`src/rtl/mult_requester.sv`:
```
// Operand-pair requester: 2-entry input FIFO feeding a handshaked multiplier, one product in flight.
// Optional REQ timeout abort is compiled in with MULT_REQUESTER_TIMEOUT_EN.
module mult_requester #(
  parameter int WIDTH          = 32,
  parameter int TIMEOUT_CYCLES = 80
) (
  input  logic                 Clock,
  input  logic                 Reset,
  input  logic                 in_valid,
  output logic                 in_ready,
  input  logic [WIDTH-1:0]     in_a,
  input  logic [WIDTH-1:0]     in_b,
  output logic [WIDTH-1:0]     mul_a,
  output logic [WIDTH-1:0]     mul_b,
  output logic                 valid_data,
  input  logic                 Done_Flag,
  input  logic [2*WIDTH-1:0]   mul_product,
  output logic                 ack,
  output logic                 out_valid,
  input  logic                 out_ready,
  output logic [2*WIDTH-1:0]   out_product,
  output logic                 out_err
);

  // state | meaning
  // IDLE  | waiting for a queued pair or a stale Done_Flag
  // REQ   | valid_data high, operands held, waiting for Done_Flag
  // ACK   | ack high until Done_Flag drops (drain_q: stale result, no response)
  // RESP  | out_valid high until out_ready
  typedef enum logic [1:0] {IDLE, REQ, ACK, RESP} state_t;

  state_t state_q, state_d;
  logic   drain_q, drain_d;

  logic [WIDTH-1:0] fifo_a [2];
  logic [WIDTH-1:0] fifo_b [2];
  logic             wr_ptr_q, rd_ptr_q;
  logic [1:0]       count_q;
  logic             push, pop, full, empty;

  logic [WIDTH-1:0]   mul_a_d, mul_b_d;
  logic               valid_d, ack_d, out_valid_d;
  logic [2*WIDTH-1:0] out_product_d;

  assign full     = (count_q == 2'd2);
  assign empty    = (count_q == 2'd0);
  assign in_ready = !full && !Reset;
  assign push     = in_valid && in_ready;

`ifdef MULT_REQUESTER_TIMEOUT_EN
  localparam int CNT_W = (TIMEOUT_CYCLES > 1) ? $clog2(TIMEOUT_CYCLES) : 1;
  localparam logic [CNT_W-1:0] CNT_LAST = CNT_W'(TIMEOUT_CYCLES - 1);
  logic [CNT_W-1:0] cnt_q, cnt_d;
  logic             err_q, err_d;
  assign out_err = err_q;
`else
  // Without the timeout there is no abort path, so the error flag is tied low.
  assign out_err = (TIMEOUT_CYCLES < 0);
`endif

  always_ff @(posedge Clock) begin
    if (push) begin
      fifo_a[wr_ptr_q] <= in_a;
      fifo_b[wr_ptr_q] <= in_b;
    end
  end

  always_ff @(posedge Clock) begin
    if (Reset) begin
      wr_ptr_q <= 1'b0;
      rd_ptr_q <= 1'b0;
      count_q  <= 2'd0;
    end else begin
      if (push) wr_ptr_q <= ~wr_ptr_q;
      if (pop)  rd_ptr_q <= ~rd_ptr_q;
      count_q <= count_q + {1'b0, push} - {1'b0, pop};
    end
  end

  always_comb begin
    state_d       = state_q;
    drain_d       = drain_q;
    pop           = 1'b0;
    mul_a_d       = mul_a;
    mul_b_d       = mul_b;
    valid_d       = valid_data;
    ack_d         = ack;
    out_valid_d   = out_valid;
    out_product_d = out_product;
`ifdef MULT_REQUESTER_TIMEOUT_EN
    cnt_d         = cnt_q;
    err_d         = err_q;
`endif
    case (state_q)
      IDLE: begin
        if (Done_Flag) begin
          ack_d   = 1'b1;
          drain_d = 1'b1;
          state_d = ACK;
        end else if (!empty) begin
          pop     = 1'b1;
          mul_a_d = fifo_a[rd_ptr_q];
          mul_b_d = fifo_b[rd_ptr_q];
          valid_d = 1'b1;
          state_d = REQ;
`ifdef MULT_REQUESTER_TIMEOUT_EN
          cnt_d   = '0;
`endif
        end
      end
      REQ: begin
        if (Done_Flag) begin
          out_product_d = mul_product;
          valid_d       = 1'b0;
          ack_d         = 1'b1;
          drain_d       = 1'b0;
          state_d       = ACK;
`ifdef MULT_REQUESTER_TIMEOUT_EN
          err_d         = 1'b0;
`endif
        end
`ifdef MULT_REQUESTER_TIMEOUT_EN
        else if (cnt_q == CNT_LAST) begin
          valid_d       = 1'b0;
          out_product_d = '0;
          err_d         = 1'b1;
          out_valid_d   = 1'b1;
          state_d       = RESP;
        end else begin
          cnt_d = cnt_q + 1'b1;
        end
`endif
      end
      ACK: begin
        if (!Done_Flag) begin
          ack_d = 1'b0;
          if (drain_q) begin
            drain_d = 1'b0;
            state_d = IDLE;
          end else begin
            out_valid_d = 1'b1;
            state_d     = RESP;
          end
        end
      end
      RESP: begin
        if (out_ready) begin
          out_valid_d = 1'b0;
          state_d     = IDLE;
        end
      end
      default: state_d = IDLE;
    endcase
  end

  always_ff @(posedge Clock) begin
    if (Reset) begin
      state_q     <= IDLE;
      drain_q     <= 1'b0;
      mul_a       <= '0;
      mul_b       <= '0;
      valid_data  <= 1'b0;
      ack         <= 1'b0;
      out_valid   <= 1'b0;
      out_product <= '0;
`ifdef MULT_REQUESTER_TIMEOUT_EN
      cnt_q       <= '0;
      err_q       <= 1'b0;
`endif
    end else begin
      state_q     <= state_d;
      drain_q     <= drain_d;
      mul_a       <= mul_a_d;
      mul_b       <= mul_b_d;
      valid_data  <= valid_d;
      ack         <= ack_d;
      out_valid   <= out_valid_d;
      out_product <= out_product_d;
`ifdef MULT_REQUESTER_TIMEOUT_EN
      cnt_q       <= cnt_d;
      err_q       <= err_d;
`endif
    end
  end

endmodule
```
`config.mk`:
```
export PLATFORM = sky130hd
export DESIGN_NAME = mult_requester
export DESIGN_NICKNAME = d
export VERILOG_FILES = /design/src/rtl/mult_requester.sv
export SDC_FILE = /design/constraint.sdc
export NUM_CORES = 1
export LEC_CHECK = 0
export ABC_AREA = 1
export BUFFER_PORTS_ARGS = -buffer_cell sky130_fd_sc_hd__buf_2
export CORE_MARGIN = 2
export CORE_UTILIZATION = 45
export DETAILED_ROUTE_END_ITERATION = 10
export PLACE_DENSITY_LB_ADDON = 0.05
export SYNTH_ARGS = -nofsm -noshare
export SYNTH_HDL_FRONTEND = slang
export SYNTH_SLANG_ARGS = --single-unit
```
`constraint.sdc`:
```
create_clock -name Clock -period 12.2 [get_ports Clock]
set_input_delay 2.44 -clock Clock [delete_from_list [all_inputs] [get_ports Clock]]
set_output_delay 2.44 -clock Clock [all_outputs]
set_load 0.01 [all_outputs]
```
==> tab_implementation.tex <==
\begin{tabular}{lr}
\hline
Metric & Value \\
\hline
\multicolumn{2}{l}{\textbf{Setup path}} \\
\quad Minimum setup slack among reg-to-reg paths & about 9500 ps \\
\quad Delay of the slowest critical-path stage & between 200 and 250 ps \\
\quad Kind of critical path & in -> out \\
\quad Type of origin of the critical path & primary input \\
\quad Critical path endpoint category & output port \\
\quad Worst path slowest cell & nor2\_1 \\
\quad Critical path, cell by cell & buf\_2 > nor2\_1 > buf\_2 \\
\quad Top cell by count, worst path & buf\_2 \\
\quad Data arrival time at the worst-slack endpoint & roughly 3000 ps \\
\quad Max Fanout on Critical Path & 4 \\
\quad Required time at the worst-slack endpoint & between 9000 and 10000 ps \\
\multicolumn{2}{l}{\textbf{GRT}} \\
\quad Global-route wire length before repair & 34300 um \\
\quad Pin count of the biggest net entering global routing & 93 \\
\quad Vias in the first global route & about 6.6k \\
\quad GRT overflow & 0 \\
\quad Number of antenna violations at the first check in global routing & 3 \\
\quad Global-route usage over all layers & 0.190 \\
\multicolumn{2}{l}{\textbf{Floorplanning}} \\
\quad Total Die Area & between 0.02 and 0.025 mm\^{}2 \\
\quad Die boundary height & $\sim$150 um \\
\quad Core Rows & between 50 and 60 \\
\quad Initial cell density of the core & 0.460 \\
\quad Core region area & around 0.021 mm\^{}2 \\
\quad Count of boundary I/O pins & about 270 \\
\quad Width of the die & 151 um \\
\multicolumn{2}{l}{\textbf{STA}} \\
\quad Worst rel slew slack & 0.247 \\
\quad Transition time at the pin with the least slew margin & approximately 1100 ps \\
\quad Number of endpoints failing setup at the final stage & 0 \\
\quad Achievable Freq & $\sim$0.18 GHz \\
\quad Clock Skews & approximately 5.9 ps \\
\quad Total count of max-transition violations in the final report & 0 \\
\quad Number of hold violations in the final report & 0 \\
\quad Final sum of negative setup slack & 0 ps \\
\quad Final period utilization & 0.443 \\
\quad RSZ-0062 raised after global routing & false \\
\quad Final critical path time including I/O delays and setup & approximately 5400 ps \\
\multicolumn{2}{l}{\textbf{Outcome}} \\
\quad Run status & complete, no violations \\
\multicolumn{2}{l}{\textbf{Pwr}} \\
\quad Leakage power total & $\sim$5.3 nW \\
\quad Overall power of the completed layout & roughly 2.6 mW \\
\quad Share of total power in the clock network & 0.314 \\
\quad Worst ir drop on vdd & about 140 uV \\
\quad Internal power & roughly 1.8 mW \\
\quad Sequential share of power & 0.448 \\
\quad Comb pwr share & 0.238 \\
\quad Areal power density over the cells & 214 mW/mm\^{}2 \\
\quad Switching pwr & roughly 0.79 mW \\
\quad Switching Share & 0.308 \\
\multicolumn{2}{l}{\textbf{Layout}} \\
\quad Layout Area Growth over Synthesis & 23.7\% \\
\quad Post-layout util & 0.569 \\
\quad Layout net count & roughly 1.4k \\
\quad Final design instance area without fill & between 0.01 and 0.015 mm\^{}2 \\
\quad Layout Cells excl Fill & around 1.5k \\
\quad Fraction of final layout cells with drive strength greater than 1 & 0.256 \\
\multicolumn{2}{l}{\textbf{Run}} \\
\quad Max Cap Viol & 0 \\
\multicolumn{2}{l}{\textbf{Yosys}} \\
\quad Cells after synthesis & slightly below 1k \\
\quad Main synth FF type & dfxtp\_1 \\
\quad Leading cell types by count after synthesis & nor2\_1 (269), nand2\_1 (212), dfxtp\_1 (138) \\
\quad Cell type contributing the most total cell area after synthesis & edfxtp\_1 \\
\quad Mean Syn Cell Area & just under 10 um\^{}2 \\
\quad Post-Synthesis Net Count & 1125 \\
\quad Count of yosys warnings during synthesis & 0 \\
\quad Area contributors post-synth & edfxtp\_1 (40\%), dfxtp\_1 (28\%), nor2\_1 (10\%) \\
\quad Fraction of synthesized cell area taken by the top area cell type & 0.396 \\
\quad Sequential area share after synthesis & 0.681 \\
\quad Flops \& latches, synth & 266 \\
\quad Number of enable-type register cells in the synthesized netlist & $\sim$130 \\
\quad Count of distinct cell types in the synthesized netlist & 24 \\
\quad Share of synthesized registers carrying an async set or reset & 0 \\
\quad Summed instance area of the synthesized netlist & 0.00969 mm\^{}2 \\
\quad Most numerous cell in the Yosys netlist & nor2\_1 \\
\multicolumn{2}{l}{\textbf{Detailed routing}} \\
\quad Drt wl/cell & about 15 um \\
\quad Via count of the routed design & $\sim$7.2k \\
\quad Count of unresolved DRC violations after routing & 0 \\
\quad Count of TritonRoute iterations in the first routing pass & 4 \\
\quad Final ANT Viol Nets & 0 \\
\quad Total wire length & between 20000 and 25000 um \\
\quad Vias per inst & 4.67 \\
\quad Number of design-rule violations left by the first detailed-router iteration & between 300 and 400 \\
\multicolumn{2}{l}{\textbf{CTS}} \\
\quad Deepest level of the CTS H-tree & 1 \\
\quad CTS tree & yes \\
\quad Root Driver & clkbuf\_16 \\
\quad Insertion delay to the later sink of the worst-skew pair & 540 ps \\
\quad Clock edge transition at the registers on the reported setup and hold paths & approximately 60 ps \\
\quad TritonCTS Sinks & about 270 \\
\quad Post-CTS setup-driven buffer insertion count & 0 \\
\quad Quantity of gates resized following cts & 0 \\
\quad Hold\_buf cts & 0 \\
\quad Number of buffers created by CTS & 29 \\
\quad Maximum clock path buffer count & 3 \\
\multicolumn{2}{l}{\textbf{Placed design}} \\
\quad Post-place instance area & around 0.011 mm\^{}2 \\
\quad Number of I/O port buffers & $\sim$260 \\
\quad HPWL after detailed placement & between 10000 and 15000 um \\
\quad Dpl cells & 1475 \\
\quad Global placement routability congestion & 0.797 \\
\multicolumn{2}{l}{\textbf{Worst hold path}} \\
\quad Worst Hold Class & reg -> reg \\
\hline
\end{tabular}
==> sequential cells by signal, summed over array words and instances (netlist names), 2 cells and up <==
register	count
mul_b	32
count_q	2
fifo_b	64
out_product	64
state_q	2
mul_a	32
fifo_a	64
==> cell usage in the layout (no fill, tap or decap), drive strengths merged, types with 2 or more instances in the layout <==
master,count
buf,271
nor2,270
nand2,214
dfxtp,138
o21ai,133
edfxtp,128
clkbuf,44
inv,21
clkinv,9
a21oi,8
ha,7
diode,4
nand3,4
nand4,2
==> worst paths after layout <==
check / startpoint / to / depth (start not counted)
worst max-delay path: Reset / in_ready / 3
worst min-delay path: valid_data / valid_data / 2
worst max register to register: state_q[1] / out_product[6] / 6
worst min register to register: valid_data / valid_data / 2
==> power by group through the flow <==
stage | combinational, mW | sequential, mW | clock, mW
final | 0.611 | 1.15 | 0.804
after detailed placement | 0.620 | 1.17 | 0
after floorplan | 0.358 | 1.22 | 0
after CTS | 0.622 | 1.15 | 0.824
after global placement | 0.617 | 1.16 | 0
after global routing | 0.703 | 1.16 | 0.857
==> metal layers <==
layer	vias up	global-route usage	wire length, um
li1	3707	-	-
met1	3217	0.239	9760
met2	206	0.325	10400
met3	34	0.0518	1890
met4	2	0.0505	508
met5	-	0	13
==> critical path: cells and delay by family <==
| family | cells | cell delay (ps) |
|---|---|---|
| simple gates | 1 | 210 |
| buf+inv | 2 | 320 |
==> cell families (layout without fill, tap and decap cells) <==
family                   count (synthesis)  in the layout  share of synthesized area
adder cells (fa/ha/maj)                  7              7                    0.00903
AO/OA/AOI/OAI                          143            143                     0.0742
XOR/XNOR                                 1              1                   0.000904
AND/OR/NAND/NOR                        490            490                      0.192
other                                    1              5                   0.000387
flip-flops                             266            266                      0.681
buffers and inverters                   77            346                     0.0419
==> per-stage QoR <==
step	setup slack, ps	hold WS (ps)
after global placement	6850	437
after CTS	6800	449
final	6790	447
after global routing	6760	464
after floorplan	6200	435
after detailed placement	6790	442
==> area by class of cell <==
type	count	area, um^2
Fill cell	1998	9100
Antenna cell	4	10.0
Multi-Input combinational cell	642	2690
Tap cell	275	344
Clock buffer	44	833
Timing Repair Buffer	271	1370
Sequential cell	266	6610
Clock inverter	10	51.3
Inverter	21	80.1
(Power assumes the default switching activity.)
